`src/rtl/rsp_fifo.sv`:
```
// rsp_fifo: response buffer sitting between the mmu_tree response arbiter and
// the host. One word can be accepted per cycle. The read side is
// first-word-fall-through: the head word is presented on rd_data while
// rd_valid is high, and it is consumed on a cycle where rd_ready is also high.
//
// Ports
//   clk          rising-edge clock
//   rst          synchronous active-high reset (control state only)
//   wr_en        write strobe; wr_data is sampled when it is high
//   wr_data      response word {fail_reason, fail, page_idx, id}
//   almost_full  free slots <= AF_MARGIN; tells the tree to stop issuing
//   full         occupancy == DEPTH
//   rd_valid     head entry present
//   rd_data      head entry, meaningful only while rd_valid is high
//   rd_ready     host accepts the head word when rd_valid is also high
//   data_count   occupancy, 0..DEPTH
//   overflow     sticky flag: at least one write was dropped
//   drop_count   number of dropped writes, saturating at 255
module rsp_fifo #(
  parameter int DATA_WIDTH = 24,
  parameter int DEPTH      = 16,
  parameter int PTR_WIDTH  = 4,
  parameter int AF_MARGIN  = 4
) (
  input  logic                  clk,
  input  logic                  rst,
  input  logic                  wr_en,
  input  logic [DATA_WIDTH-1:0] wr_data,
  output logic                  almost_full,
  output logic                  full,
  output logic                  rd_valid,
  output logic [DATA_WIDTH-1:0] rd_data,
  input  logic                  rd_ready,
  output logic [PTR_WIDTH:0]    data_count,
  output logic                  overflow,
  output logic [7:0]            drop_count
);

  localparam logic [PTR_WIDTH:0] CNT_FULL = (PTR_WIDTH+1)'(DEPTH);
  localparam logic [PTR_WIDTH:0] CNT_AF   = (PTR_WIDTH+1)'(DEPTH - AF_MARGIN);

  logic [DATA_WIDTH-1:0] mem [DEPTH];
  logic [PTR_WIDTH-1:0]  wr_ptr;
  logic [PTR_WIDTH-1:0]  rd_ptr;
  logic [PTR_WIDTH:0]    count;
  logic                  do_wr;
  logic                  do_rd;

  // All flags decode the count register directly, so a write into an empty
  // FIFO only becomes visible on the read side one cycle later.
  assign full        = (count == CNT_FULL);
  assign almost_full = (count >= CNT_AF);
  assign rd_valid    = (count != '0);
  assign data_count  = count;
  assign rd_data     = mem[rd_ptr];

  assign do_rd = rd_valid & rd_ready;
  // A read in the same cycle frees the slot, so a full FIFO can still accept.
  assign do_wr = wr_en & (~full | do_rd);

  // Storage is data only and is deliberately left out of reset.
  always_ff @(posedge clk) begin
    if (do_wr) begin
      mem[wr_ptr] <= wr_data;
    end
  end

  always_ff @(posedge clk) begin
    if (rst) begin
      wr_ptr     <= '0;
      rd_ptr     <= '0;
      count      <= '0;
      overflow   <= 1'b0;
      drop_count <= 8'd0;
    end else begin
      if (do_wr) begin
        wr_ptr <= wr_ptr + 1'b1;
      end
      if (do_rd) begin
        rd_ptr <= rd_ptr + 1'b1;
      end
      case ({do_wr, do_rd})
        2'b10:   count <= count + 1'b1;
        2'b01:   count <= count - 1'b1;
        default: count <= count;
      endcase
      // A write that finds the FIFO full with no read to make room is lost.
      if (wr_en && full && !do_rd) begin
        overflow <= 1'b1;
        if (drop_count != 8'hFF) begin
          drop_count <= drop_count + 8'd1;
        end
      end
    end
  end

endmodule
```
`config.mk`:
```
export PLATFORM = sky130hd
export DESIGN_NAME = rsp_fifo
export DESIGN_NICKNAME = d
export VERILOG_FILES = /design/src/rtl/rsp_fifo.sv
export SDC_FILE = /design/constraint.sdc
export NUM_CORES = 1
export LEC_CHECK = 0
export CAP_MARGIN = 20
export CORE_ASPECT_RATIO = 0.5
export CORE_UTILIZATION = 50
export CTS_CLUSTER_SIZE = 12
export DETAILED_ROUTE_END_ITERATION = 10
export GPL_TIMING_DRIVEN = 0
export HOLD_SLACK_MARGIN = 0.02
export PLACE_DENSITY = 0.78
export SLEW_MARGIN = 20
export SYNTH_ARGS = -nofsm -noshare
export SYNTH_HDL_FRONTEND = slang
export SYNTH_SLANG_ARGS = --single-unit
```
`constraint.sdc`:
```
create_clock -name clk -period 3.74 [get_ports clk]
set_clock_uncertainty 0.1 [all_clocks]
set_input_delay 0.748 -clock clk [delete_from_list [all_inputs] [get_ports clk]]
set_output_delay 0.748 -clock clk [all_outputs]
set_load 0.005 [all_outputs]
```
# After elaboration in Yosys (flattened, before gate mapping)
# Memories as Yosys holds them, arrays and structs flattened. A register that Yosys moved wholly into a read port is not among the register bits.
# Cells that the tools add are included.
[word_totals] ff_bits=22 mem_bits_rw=384 in_bits=28 output_inout_bits=41 mem_count=1
[classes] add_sub_neg=5 magnitude_cmp=1 eq_ne=4 n_mux=5 n_bitwise=4 reduce_logical=6
[memory_table] memory="mem" depth=16 word_bits=24 read_ports=1 rd_clocked_by_memory_dff=1 write_ports=1 line_no="42" source="logic [DATA_WIDTH-1:0] mem [DEPTH];"
[op_table] operator="$pmux W5 S2" n=1
[op_table] operator="$add A4 B1 Y4 const B" n=2
[op_table] operator="$add A8 B1 Y8 const B" n=1
[op_table] operator="$mux W4" n=2
[op_table] operator="$ne A8 B8 Y1 const B" n=1
[op_table] operator="$add A5 B1 Y5 const B" n=1
[op_table] operator="$eq A5 B5 Y1 const B" n=1
[op_table] operator="$ge A5 B4 Y1 const B" n=1
[op_table] operator="$reduce_bool A5 Y1" n=1
[op_table] operator="$sub A5 B1 Y5 const B" n=1
[op_table] operator="$and A1 B1 Y1" n=2
[op_table] operator="$eq A2 B1 Y1 const B" n=1
[op_table] operator="$eq A2 B2 Y1 const B" n=1
[op_table] operator="$logic_and A1 B1 Y1" n=2
[op_table] operator="$mux W1" n=2
[op_table] operator="$reduce_and A2 Y1" n=1
[op_table] operator="$reduce_bool A2 Y1" n=1
[op_table] operator="$logic_not A1 Y1" n=1
[op_table] operator="$not A1 Y1" n=1
[op_table] operator="$or A1 B1 Y1" n=1

# Longest topological paths before layout
[depth] depth_word=6 mapped_depth=9 depth_no_buf=8

# Least setup slack after synthesis
# No wires, ideal clock.
[synth_path] path_type="input -> register" from="input rd_ready" to="memory mem[0][0], enable pin" setup_ns=0.435 t_arrival_ns=3.116 slack_ns=0.089 stages=5 n_path_buf=1 cell_sequence="clkbuf_1 nand2b_1 o21a_1 nand2_1 nor3_1"
[synth_between] elab_chain_cells=5
[synth_lines] item="from (decl)" line_no="33" source="input logic rd_ready,"
[synth_lines] item="$and A1 B1 Y1" line_no="57" source="assign do_rd = rd_valid & rd_ready;"
[synth_lines] item="$or A1 B1 Y1" line_no="59" source="assign do_wr = wr_en & (~full | do_rd);"
[synth_lines] item="$and A1 B1 Y1" line_no="59"
[synth_lines] item="$mux W1" line_no="63" source="if (do_wr) begin"
[synth_lines] item="$mux W1 (implied by the code)" line_no="64" source="mem[wr_ptr] <= wr_data;"
[synth_lines] item="to (decl)" line_no="42"
# No other way between the ends.

==> reports/results.ini <==
[cts]
htree_levels = 2
clkSinkCount = 410
cts_buffer_depth = 3
cts.clk_slew.worst_paths_ns = 0.07
cts_root_buf = clkbuf_16
numCtsBuffers = 40
clk_latency_ns = 0.53
cts_tree = done

[floorplanning]
dieArea_um2 = 32300
start_util = 0.514
rows = 45
design.core.area_um2 = 30700
dieHeight_um = 128
io_pins = 69
fp.dieW_um = 253

[cells_and_area]
area_growth_pct = 18.3
final_util = 0.608
fin_nets = 931
layout-drive-gt1-share = 0.247
antennaDiodeCount = 0

[drt]
drc_errors = 0
vias = 8178
initialDrtViolationCount = 1005
ant_nets = 0
first_pass_iters = 5
vias_per_cell = 6.16
wl_per_cell_um = 27.2
drt-total-wl_um = 36100

[timing]
fmax_ghz = 0.273
fin_crit_sh = 0.981
final_max_slew_viol_count = 0
postLayoutSetupSlackWorst_ns = 0.0723
tightest_slew_ns = 0.939
hold_violations = 0
setup_violations = 0
max_slew_margin = 0.372
period_needed_ns = 3.67

[global_route]
gr-max-usage-layer = met2
grt_usage = 0.229
grtUsageMet1 = 0.291
grt_overflow_total = 0
grt_pass1_wl_um = 53100
grt_max_degree = 21
grt_use_met2 = 0.392
use_met3 = 0.0518
grt_antenna_before_repair = 0
grt_pass1_vias = 8664

[setup_path]
crit_path_max_fanout = 10
end_kind = output pin
cpPeakStageDelay_ns = 0.54
critPathLaunchType = flop
slowest_stage = mux4_2
path_buf_inv = 3
path_cells = buf_8 > buf_6 > mux4_2 > a22oi_1 > nand2_1 > clkdlybuf4s50_1
cp_top_family = buffers and inverters
cp.arrival_ns = 2.82
path_class = reg2out
worstPathRequired_ns = 2.89

[job]
cap_violations = 0

[logic_synthesis]
synth_enable_flop_cells = 384
yosys-top-cells-count = 384 x edfxtp_1, 96 x mux4_2, 48 x a22oi_1
synth-seq-area-share = 0.764
syn_area_per_cell_um2 = 20.6
synth_top_area_frac = 0.731
synth_top_area_cell = edfxtp_1
yosys-top-cells-area = edfxtp_1 73%, mux4_2 14%, dfxtp_1 3.3%
synth_nets = 801
synth_cell_types = 48
ys_warn_count = 0
synth_cells = 765
synth_most_common_cell = edfxtp_1
syn_area_um2 = 15800
synthArstFlopShare = 0
synth-seq-cells = 410
synthFlopType = edfxtp_1

[placed_design]
post-dp-hpwl_um = 21500
portBuffers = 66
dp_slack_ns = -0.257
routabilityCongestion = 0.793

[power]
p_leak_nw = 5.93
pwr-share-seq = 0.475
switching_power_mw = 2.76
power.internal_mw = 8.31
pwr-share-clk = 0.324
power.density_nw_per_um2 = 594
vdd_drop_max_uv = 384
pwr-share-comb = 0.201
swShare = 0.249

[status]
status = complete, no violations

[worst_hold_path]
hold_path.class = reg2reg

-- worst register-to-register path, delay by kind of cell (launching register included) --
kind                   cells  cell delay [ns]
AO/OA/AOI/OAI              1             0.26
buffers and inverters      5             1.16
flip-flops                 1             0.32
AND/OR/NAND/NOR            3             1.06
-- worst paths after layout --
kind                                     to           from  cells after the start  slack, ns
worst max register to register    mem[1][6]  data_count[2]                      9       0.53
worst min-delay path               overflow       overflow                      2       0.39
worst min register to register     overflow       overflow                      2       0.39
worst max-delay path            rd_data[13]           flop                      6       0.07
-- flip-flops by register name, indices dropped and copies added, names as in the netlist, named ones only --
signal      cells
mem           384
drop_count      8
data_count      5
rd_ptr          4
wr_ptr          4
overflow        1
-- logic make-up after synthesis --
| family | after synthesis | share of synthesized area |
|---|---|---|
| DFF | 410 | 0.764 |
| muxes | 106 | 0.144 |
| buffers and inverters | 49 | 0.0131 |
| adders and majority gates | 8 | 0.00635 |
| xor gates and xnor gates | 7 | 0.00389 |
| AOI/OAI and AO/OA | 79 | 0.0371 |
| and+or+nand+nor | 106 | 0.0313 |
-- repair_timing --
| action | in CTS | in global routing |
|---|---|---|
| gates resized for setup | 31 | 18 |
| setup endpoints to repair | 24 | 21 |
| hold buffers | 0 | 0 |
| gates cloned | 0 | 0 |
| buffers inserted | 0 | 0 |
| pin swaps | 0 | 0 |
-- layer usage --
metal,up-vias,part of all wire,routed length (µm)
met4,0,0.025,914
met3,68,0.088,3190
met2,462,0.52,18700
met5,-,0,0
met1,4235,0.37,13400
li1,3413,-,-
-- power by group through the flow --
stage	registers, mW	logic [mW]	clock network [mW]
after global routing	5.27	2.37	3.78
after CTS	5.26	2.22	3.62
after global placement	5.34	2.06	0
after floorplan	5.32	1.33	0
after detailed placement	5.34	2.16	0
final	5.26	2.22	3.58
-- cell type report --
| class | count | area [µm²] |
|---|---|---|
| Timing Repair Buffer | 90 | 1060 |
| Clock buffer | 48 | 1070 |
| Tap cell | 423 | 529 |
| Sequential cell | 410 | 12100 |
| Inverter | 5 | 18.8 |
| Clock inverter | 3 | 30.0 |
| Fill cell | 2012 | 12000 |
| Buffer | 42 | 262 |
| Multi-Input combinational cell | 306 | 3620 |
-- placed cells by master, fill, tap and decap left out, types with 12 or more instances in the layout --
cell type,count
nand2_1,35
clkdlybuf4s50_1,66
clkbuf_16,42
nor2_1,21
mux4_2,96
edfxtp_1,384
clkbuf_2,13
clkbuf_1,15
nor2_4,12
dfxtp_1,24
a22oi_1,48
-- per-stage QoR --
step	power, mW	instances	hold WS (ns)	TNS [ns]	instance area [µm²]
CTS	11.1	1327	0.384	0	18600
detailed placement	7.49	1278	0.367	-3.44	17500
global placement	7.40	1254	0.366	-455.05	17000
finish	11.1	1327	0.387	0	18600
floorplan	6.65	765	0.365	0	15800
global route	11.4	1327	0.401	-0.0252	18600
Note: power is estimated with default switching activity, not from simulation.
